### config.mk
export PLATFORM = sky130hd
export DESIGN_NAME = phy_tx_arbiter
export DESIGN_NICKNAME = d
export VERILOG_FILES = /design/src/rtl/phy_tx_arbiter.sv
export SDC_FILE = /design/constraint.sdc
export NUM_CORES = 1
export LEC_CHECK = 0
export BUFFER_PORTS_ARGS = -buffer_cell sky130_fd_sc_hd__clkbuf_2
export CAP_MARGIN = 20
export CORE_AREA = 4 4 101 103
export DETAILED_ROUTE_END_ITERATION = 8
export DIE_AREA = 0 0 105 107
export GPL_TIMING_DRIVEN = 0
export PLACE_DENSITY = 0.7
export REMOVE_ABC_BUFFERS = 1
export SLEW_MARGIN = 20
export SYNTH_ARGS = -nofsm -noshare
export SYNTH_HDL_FRONTEND = slang
export SYNTH_SLANG_ARGS = --single-unit
export TNS_END_PERCENT = 1
### constraint.sdc
create_clock -name i_clk -period 2.7 [get_ports i_clk]
set_clock_uncertainty 0.05 [all_clocks]
set_input_delay 0.27 -clock i_clk [delete_from_list [all_inputs] [get_ports i_clk]]
set_output_delay 0.27 -clock i_clk [all_outputs]
set_load 0.01 [all_outputs]
### src/rtl/phy_tx_arbiter.sv
// Packet-granular 2:1 AXI-Stream arbiter feeding the 64B/66B TX framer, with a
// programmable inter-packet gap. Define PHY_TX_ARB_STRICT_PRIO_EN for a fixed port-0 tie-break.
module phy_tx_arbiter #(
  parameter int unsigned DATA_W     = 64,
  parameter int unsigned IFG_CYCLES = 4,
  parameter int unsigned CNT_W      = 16
) (
  input  logic                  i_clk,
  input  logic                  i_rst,
  input  logic [DATA_W-1:0]     s0_axis_data,
  input  logic [DATA_W/8-1:0]   s0_axis_keep,
  input  logic                  s0_axis_last,
  input  logic                  s0_axis_valid,
  output logic                  s0_axis_ready,
  input  logic [DATA_W-1:0]     s1_axis_data,
  input  logic [DATA_W/8-1:0]   s1_axis_keep,
  input  logic                  s1_axis_last,
  input  logic                  s1_axis_valid,
  output logic                  s1_axis_ready,
  output logic [DATA_W-1:0]     m_axis_data,
  output logic [DATA_W/8-1:0]   m_axis_keep,
  output logic                  m_axis_last,
  output logic                  m_axis_valid,
  input  logic                  m_axis_ready,
  output logic [1:0]            o_grant,
  output logic                  o_busy,
  output logic [CNT_W-1:0]      o_pkt_cnt0,
  output logic [CNT_W-1:0]      o_pkt_cnt1
);

  localparam int unsigned GAP_W = $clog2(IFG_CYCLES + 2);

  typedef enum logic [1:0] {IDLE, GNT0, GNT1, GAP} state_t;

  state_t             state_q, state_d;
  logic [1:0]         grant_q, grant_d;
  logic               busy_q, busy_d;
  logic               ptr_q, ptr_d;
  logic [GAP_W-1:0]   gap_q, gap_d;
  logic [CNT_W-1:0]   cnt0_q, cnt0_d;
  logic [CNT_W-1:0]   cnt1_q, cnt1_d;
  logic               pick1;

  // ptr_q holds the last-served port; on a tie the other one wins.
  always_comb begin
`ifdef PHY_TX_ARB_STRICT_PRIO_EN
    pick1 = s1_axis_valid && !s0_axis_valid;
`else
    pick1 = s1_axis_valid && (!s0_axis_valid || !ptr_q);
`endif
  end

  always_comb begin
    state_d = state_q;
    gap_d   = gap_q;
    ptr_d   = ptr_q;
    cnt0_d  = cnt0_q;
    cnt1_d  = cnt1_q;
    case (state_q)
      IDLE: begin
        if ((s0_axis_valid || s1_axis_valid) && m_axis_ready)
          state_d = pick1 ? GNT1 : GNT0;
      end
      GNT0: begin
        if (s0_axis_valid && m_axis_ready && s0_axis_last) begin
          state_d = GAP;
          gap_d   = GAP_W'(IFG_CYCLES);
          cnt0_d  = cnt0_q + CNT_W'(1);
          ptr_d   = 1'b0;
        end
      end
      GNT1: begin
        if (s1_axis_valid && m_axis_ready && s1_axis_last) begin
          state_d = GAP;
          gap_d   = GAP_W'(IFG_CYCLES);
          cnt1_d  = cnt1_q + CNT_W'(1);
          ptr_d   = 1'b1;
        end
      end
      default: begin
        // Leaving on a count of 1 (or 0) gives max(IFG_CYCLES,1) gap cycles.
        if (gap_q <= GAP_W'(1)) begin
          state_d = IDLE;
          gap_d   = '0;
        end else begin
          gap_d = gap_q - GAP_W'(1);
        end
      end
    endcase
    grant_d = {state_d == GNT1, state_d == GNT0};
    busy_d  = (state_d != IDLE);
  end

  always_ff @(posedge i_clk or posedge i_rst) begin
    if (i_rst) begin
      state_q <= IDLE;
      grant_q <= '0;
      busy_q  <= 1'b0;
      ptr_q   <= 1'b1;
      gap_q   <= '0;
      cnt0_q  <= '0;
      cnt1_q  <= '0;
    end else begin
      state_q <= state_d;
      grant_q <= grant_d;
      busy_q  <= busy_d;
      ptr_q   <= ptr_d;
      gap_q   <= gap_d;
      cnt0_q  <= cnt0_d;
      cnt1_q  <= cnt1_d;
    end
  end

  always_comb begin
    m_axis_data   = '0;
    m_axis_keep   = '0;
    m_axis_last   = 1'b0;
    m_axis_valid  = 1'b0;
    s0_axis_ready = 1'b0;
    s1_axis_ready = 1'b0;
    case (state_q)
      GNT0: begin
        m_axis_data   = s0_axis_data;
        m_axis_keep   = s0_axis_keep;
        m_axis_last   = s0_axis_last;
        m_axis_valid  = s0_axis_valid;
        s0_axis_ready = m_axis_ready;
      end
      GNT1: begin
        m_axis_data   = s1_axis_data;
        m_axis_keep   = s1_axis_keep;
        m_axis_last   = s1_axis_last;
        m_axis_valid  = s1_axis_valid;
        s1_axis_ready = m_axis_ready;
      end
      default: ;
    endcase
  end

  assign o_grant    = grant_q;
  assign o_busy     = busy_q;
  assign o_pkt_cnt0 = cnt0_q;
  assign o_pkt_cnt1 = cnt1_q;

endmodule

After elaboration in Yosys (flattened, before gate mapping):

Index checks and enable logic that the tools add are counted.

* register bits after elaboration: 41
* output and inout port bits: 111
* word-level logic and storage cells: 54

* add/subtract/negate cells: 3
* $lt $le $gt $ge: 1
* eq/ne operators: 6
* mux-type cells: 19
* bitwise operators: 1
* reduce and logical (&&, ||, !) cells: 17

Operator list (number)
* one-hot mux 64 bit (2 select lines): 1
* adder 16 x 1 -> 16 bit (second input constant): 2
* one-hot mux 8 bit (2 select lines): 1
* 2-to-1 mux 2 bit: 5
* 2-to-1 mux 3 bit: 3
* one-hot mux 3 bit (3 select lines): 1
* logical AND 1 bit: 6
* one-hot mux 1 bit (2 select lines): 3
* one-hot mux 2 bit (3 select lines): 1
* AND reduction 3 bit: 2
* equality test 2 x 1 -> 1 bit (second input constant): 2
* equality test 2 bit (second input constant): 2
* 2-to-1 mux 1 bit: 4
* != test 2 bit (second input constant): 2
* AND reduction 2 bit: 2
* nonzero test 2 bit: 2
* <= comparator 3 x 1 -> 1 bit (second input constant): 1
* subtractor 3 x 1 -> 3 bit (second input constant): 1
* zero test 1 bit: 2
* zero test 2 bit: 1
* logical OR 1 bit: 2
* NOT 1 bit: 1

Depth between registers and ports, before layout:

* depth after elaboration: 7
* depth in mapped cells: 7
* mapped depth without buffers: 6

Worst setup path after synthesis:

No wires, ideal clock.

* kind: reg-to-output
* start point: register state_q[0]
* end point: output m_axis_data[0]
* data arrival time: 1.542 ns
* data required time: 2.380 ns
* setup slack: 0.838 ns
* stages on the path, launching flop included: 7
* path buffers: 2
* cell sequence: dfrtp_1 inv_1 ha_1 inv_1 clkbuf_1 buf_1 nor2_1

* longest elaborated chain between the ends: 2

RTL lines
* from (decl): line 35 `state_t state_q, state_d;`
* from (signal assigned): line 104 `state_q <= state_d;`
* equality test 2 bit / equality test 2 x 1 -> 1 bit (equally long branches): line 121 `case (state_q)`
* one-hot mux 64 bit (2 select lines) (*): line 121
* to (decl): line 20 `output logic [DATA_W-1:0] m_axis_data,`

Every way passes the cells marked *; elsewhere a longest branch is shown, timed or not.

Worst setup path after layout:

* start point: register state_q[0]
* end point: output m_axis_data[22]

The elaborated chain is that of the path after synthesis.

==> results by group <==
CTS
  – Clock Pin Slew Worst Setup and Hold Paths: about 0.080 ns
  – Max clock buf depth: 2
  – Post-CTS setup buffers: 0
  – Clk sinks: 41
  – H-Tree Depth: 2
  – CTS Buf Count: 5
  – CTS root buf: clkbuf_8
  – Worst-Skew Late Latency: 0.29 ns
  – TritonCTS clock tree: built

Synth
  – Syn Area/Cell: 8.41 µm²
  – Netlist Area Pre-Place: between 2000 and 3000 µm²
  – Async S/R FF share, synth: 100%
  – Synth unique cells: 42
  – Flops & latches, synth: 41
  – Synth Warn #: 0
  – Post-Synthesis Cells: around 360
  – Most used DFF post-synth: dfrtp_1
  – Post-synthesis sequential area ratio: 34.3%
  – Post-synth EDFFs: 0

Finish
  – Finished Layout Cells: 714
  – Fillcell total: 933
  – Share of cells above drive strength 1: between 40 and 50%
  – Most common cell after layout, fill and taps aside: clkbuf_2
  – Nets: 761
  – Area grow syn2layout: 52.1%
  – Ant diodes: 0
  – Most frequent cells in the layout: clkbuf_2, nor2_1, a22oi_1, dfrtp_1, nand2_1
  – Final core utilization: 49.5%

Critical path
  – Crit. End Element: primary output
  – WP depth: 6
  – Crit path arrival time: 2.07 ns
  – Crit path launch type: register
  – Top Family by Delay on Critical Path: buffers and inverters
  – CP required: roughly 2.4 ns
  – Crit-path cells: inv_1 > ha_1 > inv_4 > buf_12 > nor2_1 > clkbuf_2
  – Buf/Inv on CP: 4
  – CP max stage delay: 0.49 ns
  – Crit path max fanout: 47
  – Critical setup path kind: register to primary output
  – Worst reg-to-reg path cell count: 7
  – R2R Setup Slk: 0.33 ns
  – FF-to-FF Start: state_q[1]$_DFF_PP0_
  – Worst setup path startpoint: state_q[0]$_DFF_PP0_
  – Slowest CP cell: dfrtp_1

STA
  – Hold_ws: about 0.35 ns
  – TNS Setup: 0 ns
  – Max-slew violation count: 0
  – Fin. Hold Viols: 0
  – Slew @ Worst Pin: 0.438 ns
  – Slew margin rel.: 70.6%
  – Min Tclk post-route: ~2.4 ns
  – RSZ-0062 raised after global routing: no
  – Finish-stage setup viols: 0
  – Final period utilization: between 80% and 90%
  – Fmax: 418 MHz

Global routing
  – Largest net degree at the start of global routing: 49
  – Gr usage total: 19.7%
  – Global-route wire length before repair: about 18,000 µm
  – Grt total ovfl: 0
  – Vias in the first global route: 3,688
  – Initial antenna violation count: 0

Power
  – Final Power: ~4.5 mW
  – Max IR drop VDD: approximately 0.65 mV
  – Power per Cell Area: 992 nW/µm²
  – Pleak: 2.48 nW

Floorplan
  – Io pins: 262
  – Die width: 105 µm
  – DIE AREA: 11,200 µm²
  – Core area: 9200 µm²
  – Initial Util: 32.6%
  – Rows: 35
  – Die Span Y: 107 µm

Worst hold path
  – Min-delay src: s0_axis_last
  – Hold Path Stages: 3
  – HP Class: input pin to register

Placement
  – Dpl cells: slightly above 700
  – DP Wirelength: between 9000 and 10,000 µm
  – Placer Congestion: 0.850
  – Port bufs: 261

Route
  – Routed Antenna Nets: 0
  – Drt via density: about 5
  – DRC: 0
  – WL final: 11,700 µm
  – Vias: 3,651
  – DRT iter0 DRCs: 200
  – Routed WL per cell: 16.3 µm
  – First-pass iteration count of the detailed router: 5

Status
  – Status: finished, final reports clean

Run
  – Max Cap Viol: 0
## report_power, final
group | switching (mW) | internal (mW)
sequential | 0.124 | 0.731
clock | 0.211 | 0.301
combinational | 1.92 | 1.23
total | 2.26 | 2.26
## synth_stat cells (all sizes together), types with 2 or more instances
cell | number | area, µm²
a21oi | 3 | 18.8
o21ai | 3 | 15.0
or2 | 2 | 12.5
a211oi | 3 | 22.5
and3 | 3 | 18.8
a22oi | 73 | 548
and4 | 4 | 35.0
nand3 | 11 | 55.1
nor2b | 3 | 18.8
nor3 | 5 | 63.8
buf | 16 | 81.3
nand4 | 9 | 86.3
o211a | 2 | 20.0
xnor2 | 24 | 210
inv | 7 | 26.3
xor2 | 6 | 52.6
a21boi | 2 | 15.0
ha | 8 | 100
dfrtp | 40 | 1000
and2 | 3 | 18.8
nand2 | 27 | 101
clkbuf | 11 | 41.3
nor2 | 79 | 297
## logic make-up after synthesis
logic type               Yosys count  synth area share [%]
AO/OA/AOI/OAI                     94                  24.2
multiplexers                       1                 0.376
AND/OR/NAND/NOR                  148                  24.1
adder cells (fa/ha/maj)            8                  3.34
XOR/XNOR                          30                  8.77
buffers and inverters             34                  4.97
flip-flops                        41                  34.3
## flip-flops by register name, indices dropped and copies added (netlist names)
signal / flops
o_pkt_cnt0: 16
gap_q: 3
ptr_q: 1
state_q: 2
o_pkt_cnt1: 16
o_grant: 2
o_busy: 1
## final timing paths
check | to
worst min register to register | o_pkt_cnt0[15]$_DFFE_PP0P_
worst max register to register | o_pkt_cnt0[13]$_DFFE_PP0P_
worst min-delay path | o_pkt_cnt0[0]$_DFFE_PP0P_
min in group asynchronous | o_pkt_cnt1[15]$_DFFE_PP0P_
max in group asynchronous | ptr_q$_DFFE_PP1P_
worst max-delay path | m_axis_data[22]
## layer usage
layer | vias up | global-route usage, % | part of all wire [%]
met5 | - | 0 | 0
met1 | 1723 | 22.0 | 36
li1 | 1768 | - | -
met3 | 14 | 7.47 | 10
met2 | 146 | 35.5 | 52
met4 | 0 | 4.22 | 1.6
## through the flow
step | worst slack (ns) | area, µm²
2_1_floorplan | -0.476 | 2870
3_3_place_gp | -1.33 | 4320
3_5_place_dp | 0.316 | 4420
4_1_cts | 0.113 | 4550
5_1_grt | 0.132 | 4560
6_report | 0.308 | 4560
## what timing repair did
item / CTS / global route
hold endpoints to repair: 16 / 0
resized for setup: 0 / 2
hold buffers: 1 / 0
setup endpoints to repair: 0 / 16
## worst register-to-register path, stage by stage (launching register included)
cell	delay, ns
dfrtp_1	0.46
inv_1	0.15
ha_4	0.41
buf_12	0.28
nand4_4	0.20
nor3_2	0.39
nand3_1	0.16
xnor2_1	0.16
## area by class of cell
cell class | instances | area, µm² | share of cell area, %
Multi-Input combinational cell | 281 | 1840 | 40.5
Timing Repair Buffer | 266 | 1400 | 30.7
Clock inverter | 2 | 37.5 | 0.824
Sequential cell | 41 | 1030 | 22.5
Tap cell | 111 | 139 | 3.05
Inverter | 7 | 28.8 | 0.632
Clock buffer | 6 | 82.6 | 1.81
Power figures use the tool's default switching activity.
